--- src/rtl/adder_share_if.sv ---
// Request/response bundle for the shared nibble-serial adder.
// master = operand producer / result consumer, slave = adder_share_ctrl.
interface adder_share_if #(
  parameter int WIDTH = 16
);
  logic [1:0]       req_valid;
  logic [1:0]       req_ready;
  logic [WIDTH-1:0] req_a0;
  logic [WIDTH-1:0] req_b0;
  logic             req_cin0;
  logic [WIDTH-1:0] req_a1;
  logic [WIDTH-1:0] req_b1;
  logic             req_cin1;
  logic             rsp_valid;
  logic             rsp_ready;
  logic             rsp_id;
  logic [WIDTH-1:0] rsp_sum;
  logic             rsp_cout;
  logic             rsp_ovf;

  modport master (
    output req_valid, req_a0, req_b0, req_cin0, req_a1, req_b1, req_cin1, rsp_ready,
    input  req_ready, rsp_valid, rsp_id, rsp_sum, rsp_cout, rsp_ovf
  );

  modport slave (
    input  req_valid, req_a0, req_b0, req_cin0, req_a1, req_b1, req_cin1, rsp_ready,
    output req_ready, rsp_valid, rsp_id, rsp_sum, rsp_cout, rsp_ovf
  );
endinterface

--- src/rtl/adder_share_ctrl.sv ---
// Two-requester round-robin front end for one SLICE-bit adder, sequencing
// WIDTH-bit additions one slice per cycle with a registered inter-slice carry.
//
// state | meaning
// IDLE  | waiting for a request; req_ready asserted for the granted requester
// CALC  | adding slice idx, carry held in the carry flop
// DONE  | result presented on rsp_*, waiting for rsp_ready
module adder_share_ctrl #(
  parameter int WIDTH = 16,
  parameter int SLICE = 4
) (
  input  logic           clk,
  input  logic           rst,
  adder_share_if.slave   bus,
  output logic           busy
);
  localparam int NPASS = WIDTH / SLICE;
  localparam int IW    = (NPASS > 1) ? $clog2(NPASS) : 1;

  typedef enum logic [1:0] {IDLE, CALC, DONE} state_t;

  state_t           state, state_nxt;
  logic             rr_ptr;
  logic [WIDTH-1:0] op_a, op_b, res;
  logic             carry;
  logic             c_msb;
  logic             id;
  logic [IW-1:0]    idx;

  logic             grant;
  logic             any_req;
  logic             last;
  logic [1:0]       ready_c;
  logic [SLICE:0]   slice_sum;

  always_comb begin
    grant   = rr_ptr;
    any_req = |bus.req_valid;
    if (bus.req_valid == 2'b01) grant = 1'b0;
    else if (bus.req_valid == 2'b10) grant = 1'b1;
    last      = (idx == IW'(NPASS - 1));
    slice_sum = {1'b0, op_a[idx*SLICE +: SLICE]} + {1'b0, op_b[idx*SLICE +: SLICE]}
              + {{SLICE{1'b0}}, carry};
  end

  always_comb begin
    state_nxt = state;
    ready_c   = 2'b00;
    case (state)
      IDLE: begin
        // ready is gated by rst so nothing looks accepted while held in reset
        if (any_req && !rst) begin
          ready_c[grant] = 1'b1;
          state_nxt      = CALC;
        end
      end
      CALC: if (last) state_nxt = DONE;
      DONE: if (bus.rsp_ready) state_nxt = IDLE;
      default: state_nxt = IDLE;
    endcase
  end

  always_ff @(posedge clk or posedge rst) begin
    if (rst) begin
      state  <= IDLE;
      rr_ptr <= 1'b0;
      op_a   <= '0;
      op_b   <= '0;
      res    <= '0;
      carry  <= 1'b0;
      c_msb  <= 1'b0;
      id     <= 1'b0;
      idx    <= '0;
    end else begin
      state <= state_nxt;
      case (state)
        IDLE: begin
          if (any_req) begin
            op_a   <= grant ? bus.req_a1   : bus.req_a0;
            op_b   <= grant ? bus.req_b1   : bus.req_b0;
            carry  <= grant ? bus.req_cin1 : bus.req_cin0;
            id     <= grant;
            idx    <= '0;
            rr_ptr <= ~grant;
          end
        end
        CALC: begin
          res[idx*SLICE +: SLICE] <= slice_sum[SLICE-1:0];
          carry                   <= slice_sum[SLICE];
          // carry into the MSB recovered from the MSB's own sum bit
          if (last) c_msb <= op_a[WIDTH-1] ^ op_b[WIDTH-1] ^ slice_sum[SLICE-1];
          else      idx   <= idx + IW'(1);
        end
        default: ;
      endcase
    end
  end

  assign bus.req_ready = ready_c;
  assign bus.rsp_valid = (state == DONE);
  assign bus.rsp_id    = id;
  assign bus.rsp_sum   = res;
  assign bus.rsp_cout  = carry;
  assign bus.rsp_ovf   = c_msb ^ carry;
  assign busy          = (state != IDLE);
endmodule

--- src/flat_wrapper.sv ---
// flat-port wrapper written by rule: the top's interface ports become plain ports
module adder_share_ctrl_flat 
#(
  parameter int WIDTH = 16,
  parameter int SLICE = 4
)
  (clk, rst, busy, bus_req_valid, bus_req_a0, bus_req_b0, bus_req_cin0, bus_req_a1, bus_req_b1, bus_req_cin1, bus_rsp_ready, bus_req_ready, bus_rsp_valid, bus_rsp_id, bus_rsp_sum, bus_rsp_cout, bus_rsp_ovf);
  adder_share_if #(.WIDTH(WIDTH)) bus_i ();
  input  logic clk;
  input  logic rst;
  output logic busy;
  input wire logic [$bits(bus_i.req_valid)-1:0] bus_req_valid;
  input wire logic [$bits(bus_i.req_a0)-1:0] bus_req_a0;
  input wire logic [$bits(bus_i.req_b0)-1:0] bus_req_b0;
  input wire logic [$bits(bus_i.req_cin0)-1:0] bus_req_cin0;
  input wire logic [$bits(bus_i.req_a1)-1:0] bus_req_a1;
  input wire logic [$bits(bus_i.req_b1)-1:0] bus_req_b1;
  input wire logic [$bits(bus_i.req_cin1)-1:0] bus_req_cin1;
  input wire logic [$bits(bus_i.rsp_ready)-1:0] bus_rsp_ready;
  output wire logic [$bits(bus_i.req_ready)-1:0] bus_req_ready;
  output wire logic [$bits(bus_i.rsp_valid)-1:0] bus_rsp_valid;
  output wire logic [$bits(bus_i.rsp_id)-1:0] bus_rsp_id;
  output wire logic [$bits(bus_i.rsp_sum)-1:0] bus_rsp_sum;
  output wire logic [$bits(bus_i.rsp_cout)-1:0] bus_rsp_cout;
  output wire logic [$bits(bus_i.rsp_ovf)-1:0] bus_rsp_ovf;
  assign bus_i.req_valid = bus_req_valid;
  assign bus_i.req_a0 = bus_req_a0;
  assign bus_i.req_b0 = bus_req_b0;
  assign bus_i.req_cin0 = bus_req_cin0;
  assign bus_i.req_a1 = bus_req_a1;
  assign bus_i.req_b1 = bus_req_b1;
  assign bus_i.req_cin1 = bus_req_cin1;
  assign bus_i.rsp_ready = bus_rsp_ready;
  assign bus_req_ready = bus_i.req_ready;
  assign bus_rsp_valid = bus_i.rsp_valid;
  assign bus_rsp_id = bus_i.rsp_id;
  assign bus_rsp_sum = bus_i.rsp_sum;
  assign bus_rsp_cout = bus_i.rsp_cout;
  assign bus_rsp_ovf = bus_i.rsp_ovf;
  adder_share_ctrl #(.WIDTH(WIDTH), .SLICE(SLICE)) u_core (.clk(clk), .rst(rst), .bus(bus_i), .busy(busy));
endmodule
--- config.mk ---
export PLATFORM = sky130hd
export DESIGN_NAME = adder_share_ctrl_flat
export DESIGN_NICKNAME = d
export VERILOG_FILES = /design/src/rtl/adder_share_if.sv /design/src/rtl/adder_share_ctrl.sv /design/src/flat_wrapper.sv
export SDC_FILE = /design/constraint.sdc
export NUM_CORES = 1
export LEC_CHECK = 0
export BUFFER_PORTS_ARGS = -buffer_cell sky130_fd_sc_hd__buf_2
export CAP_MARGIN = 25
export CORE_UTILIZATION = 55
export DETAILED_ROUTE_END_ITERATION = 6
export PLACE_DENSITY = 0.86
export SLEW_MARGIN = 20
export SYNTH_ARGS = -nofsm -noshare
export SYNTH_HDL_FRONTEND = slang
export SYNTH_SLANG_ARGS = --single-unit
--- constraint.sdc ---
create_clock -name clk -period 3.79 [get_ports clk]
set_input_delay 0.1895 -clock clk [delete_from_list [all_inputs] [get_ports clk]]
set_output_delay 0.1895 -clock clk [all_outputs]
set_load 0.02 [all_outputs]
==> metrics.txt, run 1 <==
clk slew on worst S/H paths 0.09 ns; xor and xnor area share after synthesis 0.0178; power per cell area just over 900 mW/mm^2; total gr overflow 0; worst reg2reg endpoint u_core.bus.rsp_sum[10]; Buf/Inv on CP 0; share of the yosys chip area belonging to registers 0.475; setup TNS 0 ns; drt initial violations 126; TritonCTS clock tree yes; final worst slack 0.843 ns; first-pass GRT wire length slightly below 10,000 um; R2R depth 5; unrepaired setup endpoints after global routing false; chip height 75.2 um; CP Depth 5; Min Hold Slack a little over 0.07 ns; Period Utilization, post-route 0.778; Worst Path Max Fanout 17; met1 WL ~2600 um; DRC viols 0; die area 0.00566 sq mm; Final setup violation count 0; share of the synthesized area in the top cell type 0.475; adder-cell share of the synthesized area 0.0556; cell taking the most area after synthesis dfrtp_1; gpl congestion between 0.8 and 0.9; post-synth design cell area a little under 0.003 sq mm; critical path required time around 4.0 ns; CP startpoint u_core.idx[0]; Syn Area/Cell between 10 and 15 sq um; total CTS buffers 5; ranking of synthesized cells by area dfrtp_1, mux2i_1, a21oi_1, mux4_2, nor2_1; Slew HR 0.353; Layout Skew around 0.0057 ns; #FFs+latches synth between 50 and 60; Reg2Reg Setup Slack 0.84 ns; HPWL after DPL roughly 4600 um; final wirelength 6060 um; post-synthesis mux area share 0.179; nets about 440; largest net degree at the start of global routing 58; status finished, final reports clean; Unique masters post-synth 34; Slew Viols, Final 0; Via density roughly 5.4; Worst Hold Class in -> async; First-pass DRT Iterations 4; pre-CTS WS about 0.8 ns; CTS sink cnt 56; clock buffer depth 2; CP endpoint u_core.bus.rsp_sum[10]; Max Freq around 340 MHz; Wirelength per Cell 14.3 um; I/O pin cnt 94; Routed Antenna Nets 0; Die X about 75 um; Rows 26; Resized cells post-CTS 0; starting density of the core 0.574; GRT Total Usage 0.238; P&R area growth vs syn 18.7%; root buffer cell clkbuf_8; WL met2 3120 um; number of post-CTS setup repair buffers 0; CP Cell Sequence mux4_2, fa_1, fa_1, xnor2_1, o21ai_0; vias in the first global route between 2k and 2.5k; Clk Latency, worst-skew pair roughly 0.31 ns; Crit Path Class reg -> reg; Yosys warnings 0; crit path DAT about 3.1 ns; Most Frequent Cell on Critical Path fa_1; highest-count cells in the layout ignoring fill and taps buf_2, dfrtp_1, nor2_1; Synth Area in Simple Gates 0.102; critical path endpoint category flip-flop; Synth Net Count approximately 350; post-route cell area around 0.0035 sq mm; worst r2r src u_core.idx[0]; worst-margin pin slew around 0.97 ns; slowest CP cell dfrtp_1; MaxCap Viol Count 0; hold_buf cts 0; fraction of layout cells with a size suffix above 1 0.331; Max H-tree Level 2; Placed Area about 0.0034 sq mm; ant diodes 0; met3 wire len 251 um; Syn Inst Count about 270; cell family with most CP delay adder cells; compound-cell area share of the yosys netlist 0.127; Tmin final approximately 3 ns; initial antenna violation count 0; highest metal used met4; Buffers on Ports 93; P_leak about 1.8 nW; routed via count between 2k and 2.5k; Hold Violations, Final 0; commonest non-fill, non-tap cell in the layout buf_2; combinational family with the most area after synthesis multiplexers; startpoint types flip-flop; VDD IR max 0.000459 V; Fillers a little over 400; CORE AREA a little over 0.005 sq mm; CP max stage delay 0.82 ns
-- cell type report --
cell class              instances  area [sq um]  share of cell area
multi-input cells             187          1420               0.405
flip-flops and latches         56          1400               0.400
repair buffers                 95           480               0.137
well taps                      70          87.6              0.0250
clock buffers                   5          68.8              0.0197
inverters                       8          30.0             0.00858
clock inverters                 2          12.5             0.00358
-- per-layer routing --
metal / up-vias / track usage
met5: - / 0
met4: 0 / 0.0823
met3: 11 / 0.0535
met2: 74 / 0.417
met1: 1082 / 0.293
li1: 1119 / -
-- metrics by stage --
step                cells  utilization  total power [mW]
finish                423        0.681              3.18
global route          423        0.681              3.43
CTS                   423        0.681              3.21
detailed placement    416        0.665              2.89
global placement      416        0.665              2.78
floorplan             266            -              2.43
-- power breakdown --
part	switching (mW)	internal, mW	total [mW]
clock	0.183	0.126	0.309
sequential	0.228	0.863	1.09
combinational	1.01	0.771	1.78
-- tightest hold or removal path, delay by kind of cell --
kind,cells,cell delay (ns)
buffers and inverters,3,0.68
-- cells in the mapped netlist --
cell type,number
a21o_1,2
a21oi_1,36
a22o_1,14
and2b_1,1
and3_1,1
and4_1,3
buf_2,6
buf_4,1
buf_6,4
clkbuf_1,4
dfrtp_1,56
fa_1,2
ha_1,9
inv_1,7
inv_2,1
maj3_2,1
mux2_2,1
mux2_4,1
mux2i_1,32
mux4_2,8
nand2_1,11
nand2b_1,2
nand3_1,1
nand4_1,3
nor2_1,40
nor3_1,2
nor3_4,1
nor4_1,1
o211ai_1,1
o211ai_2,1
o21ai_0,6
o31ai_1,1
xnor2_1,4
xor2_1,2
-- how the worst min path moves through the flow --
| stage | from | endpoint | slack [ns] | depth (start not counted) |
|---|---|---|---|---|
| floorplan | bus_rsp_ready | u_core.state[1] | 0.30 | 1 |
| global placement | bus_rsp_ready | u_core.state[1] | 0.38 | 2 |
| detailed placement | bus_rsp_ready | u_core.state[1] | 0.40 | 2 |
| CTS | bus_rsp_ready | u_core.state[1] | 0.08 | 2 |
| global route | bus_rsp_ready | u_core.state[1] | 0.09 | 2 |
| finish | rst | u_core.state[0] | 0.07 | 3 |
-- logic make-up (layout without fill, tap and decap cells) --
kind of cell / Yosys count / in the layout
adders and majority gates: 12 / 12
xor gates and xnor gates: 6 / 6
buffers and inverters: 23 / 110
DFF: 56 / 56
AOI/OAI and AO/OA: 61 / 61
muxes: 42 / 42
and+or+nand+nor: 66 / 66
-- registers in the layout, indices dropped and copies added (netlist names) --
register / flops
u_core.bus.rsp_cout: 1
u_core.bus.rsp_id: 1
u_core.bus.rsp_sum: 16
u_core.c_msb: 1
u_core.idx: 2
u_core.op_a: 16
u_core.op_b: 16
u_core.rr_ptr: 1
u_core.state: 2
Power figures use the tool's default switching activity.
==> run 2, diff against run 1 <==
- CORE_UTILIZATION: 55 -> 51
- PLACE_DENSITY: 0.86 -> 0.81
- clock period: 3.79 -> 2.8 ns (I/O delays scaled with it)
==> run 2 against run 1 <==
Against the previous run: highest routed layer unchanged; count of clock-buffer cells in the layout rose by 3; critical path depth rose by 2; register-to-register slack got worse by 0.57 ns; sequential share of layout area fell by 0.91 points; worst hold slack improved by 0.052 ns; clock skew rose by 0.00077 ns; global-route usage fell by 2.5 points.
==> metrics.txt, run 2 (synthesis results as in run 1) <==
critical path endpoint category flip-flop; startpoint types flip-flop; MaxCap Viol Count 0 (unchanged); VDD IR max 0.000631 V (+38%); TritonCTS clock tree yes; First-pass DRT Iterations 4 (unchanged); Layout Skew 0.00651 ns (+0.000774 ns); post-route cell area 0.00358 sq mm (+2.3%); Crit Path Class reg -> reg; highest-count cells in the layout ignoring fill and taps buf_2, dfrtp_1, nor2_1; first-pass GRT wire length 9910 um (+0.56%); chip height 78.0 um (+3.7%); unrepaired setup endpoints after global routing false; Fillers 456 (+13%); Slew HR 0.697 (+0.344); nets 442 (+1.6%); gpl congestion 0.792 (-2.1%); vias in the first global route 2,173 (+0.65%); Routed Antenna Nets 0 (unchanged); status finished, final reports clean; CORE AREA 0.00554 sq mm (+7.8%); commonest non-fill, non-tap cell in the layout buf_2; ant diodes 0 (unchanged); Via density 5.31 (-1.8%); drt initial violations 114 (-9.5%); HPWL after DPL 4640 um (+0.25%); routed via count 2,299 (+0.57%); die area 0.00609 sq mm (+7.6%); Die X 78.0 um (+3.7%); Buffers on Ports 93 (unchanged); CTS sink cnt 56 (unchanged); Final setup violation count 0 (unchanged); Wirelength per Cell 14.1 um (-1.8%); DRC viols 0 (unchanged); pre-CTS WS 0.295 ns (-0.524 ns); setup TNS 0 ns (unchanged); final wirelength 6100 um (+0.53%); P&R area growth vs syn 21.5%; met3 wire len 292 um (+16%); WL met2 3120 um (+0.22%); GRT Total Usage 0.213 (-0.0254); Placed Cells incl. Taps 422 (+1.4%); final worst slack 0.278 ns (-0.566 ns); Period Utilization, post-route 0.901 (+0.123); power per cell area 1220 mW/mm^2 (+35%); Worst Path Max Fanout 7 (-10); total gr overflow 0 (unchanged); Worst Hold Class in -> reg; I/O pin cnt 94 (unchanged); critical path required time 3.00 ns (-0.96 ns); Clk Latency, worst-skew pair 0.31 ns (about the same); starting density of the core 0.532 (-0.0414); Slew Viols, Final 0 (unchanged); Hold Violations, Final 0 (unchanged); total CTS buffers 5 (unchanged); Max H-tree Level 2 (unchanged); fraction of layout cells with a size suffix above 1 0.335 (+0.00374); Tot Pwr 4.38 mW (+38%); final cell count without fillers 433 (+2.4%); Tmin final 2.52 ns (-0.424 ns); met1 WL 2590 um (+0.58%); Max Freq 396 MHz (+17%); clock buffer depth 2 (unchanged); highest metal used met4; root buffer cell clkbuf_8; clk slew on worst S/H paths 0.09 ns (about the same); crit path DAT 2.73 ns (-0.39 ns); P_leak 1.80 nW (+2.5%); initial antenna violation count 0 (unchanged); Rows 27 (+3.8%); largest net degree at the start of global routing 38 (-34%); Placed Area 0.00345 sq mm (+0.95%); worst-margin pin slew 0.453 ns (-0.513 ns)
run 2: changes by cell type in the layout (fill, tap and decap cells not counted):
cell           previous run  this run
buf_12                    0         1
buf_4                     2         6
clkbuf_1                  0         2
clkbuf_8                  5         6
clkinv_2                  1         0
clkinvlp_4                1         0
dlygate4sd3_1             0         2
run 2: timing repair:
action	4_1_cts	5_1_grt
setup buffers	0	0
hold endpoints to repair	21	1
setup endpoints to repair	0	0
resized for setup	0	0
hold buffers	1	1
run 2: area by class of cell:
| class | instances | area (sq um) | area share |
|---|---|---|---|
| repair buffers | 102 | 551 | 0.154 |
| flip-flops and latches | 56 | 1400 | 0.391 |
| well taps | 72 | 90.1 | 0.0252 |
| multi-input cells | 187 | 1420 | 0.396 |
| clock buffers | 8 | 90.1 | 0.0252 |
| inverters | 8 | 30.0 | 0.00839 |
run 2: final timing paths:
kind | from | end | slack, ns | cells after the start
min reg2reg | u_core.bus.rsp_sum[2] | u_core.bus.rsp_sum[2] | 0.49 | 2
min in group asynchronous | rst | u_core.rr_ptr | 0.41 | 3
min | bus_req_b1[2] | u_core.op_b[2] | 0.12 | 3
max reg2reg | u_core.idx[0] | u_core.bus.rsp_sum[15] | 0.28 | 7
max | u_core.idx[0] | u_core.bus.rsp_sum[15] | 0.28 | 7
max in group asynchronous | rst | u_core.op_a[13] | 1.59 | 4
run 2: worst max-delay path, cell delays in order, from the launching register on:
cell and delay (ns):
dfrtp_1 0.45, buf_4 0.22, mux4_2 0.56, ha_1 0.32, a21o_1 0.16, a21oi_1 0.28
xnor2_1 0.20, a22o_1 0.23
run 2: per-stage QoR:
stage	util	hold WS, ns
final	0.646	0.125
after global routing	0.646	0.128
after CTS	0.641	0.00471
after detailed placement	0.623	0.197
after global placement	0.623	0.191
after floorplan	-	0.248
run 2: where the power goes:
part	switching, mW	internal [mW]
clock network	0.244	0.202
logic	1.42	1.09
registers	0.259	1.17
total	1.92	2.46
run 2: routing by layer:
| layer | up-vias | track usage |
|---|---|---|
| met3 | 8 | 0.0465 |
| met2 | 84 | 0.372 |
| met5 | - | 0 |
| met1 | 1075 | 0.261 |
| met4 | 0 | 0.0759 |
| li1 | 1132 | - |
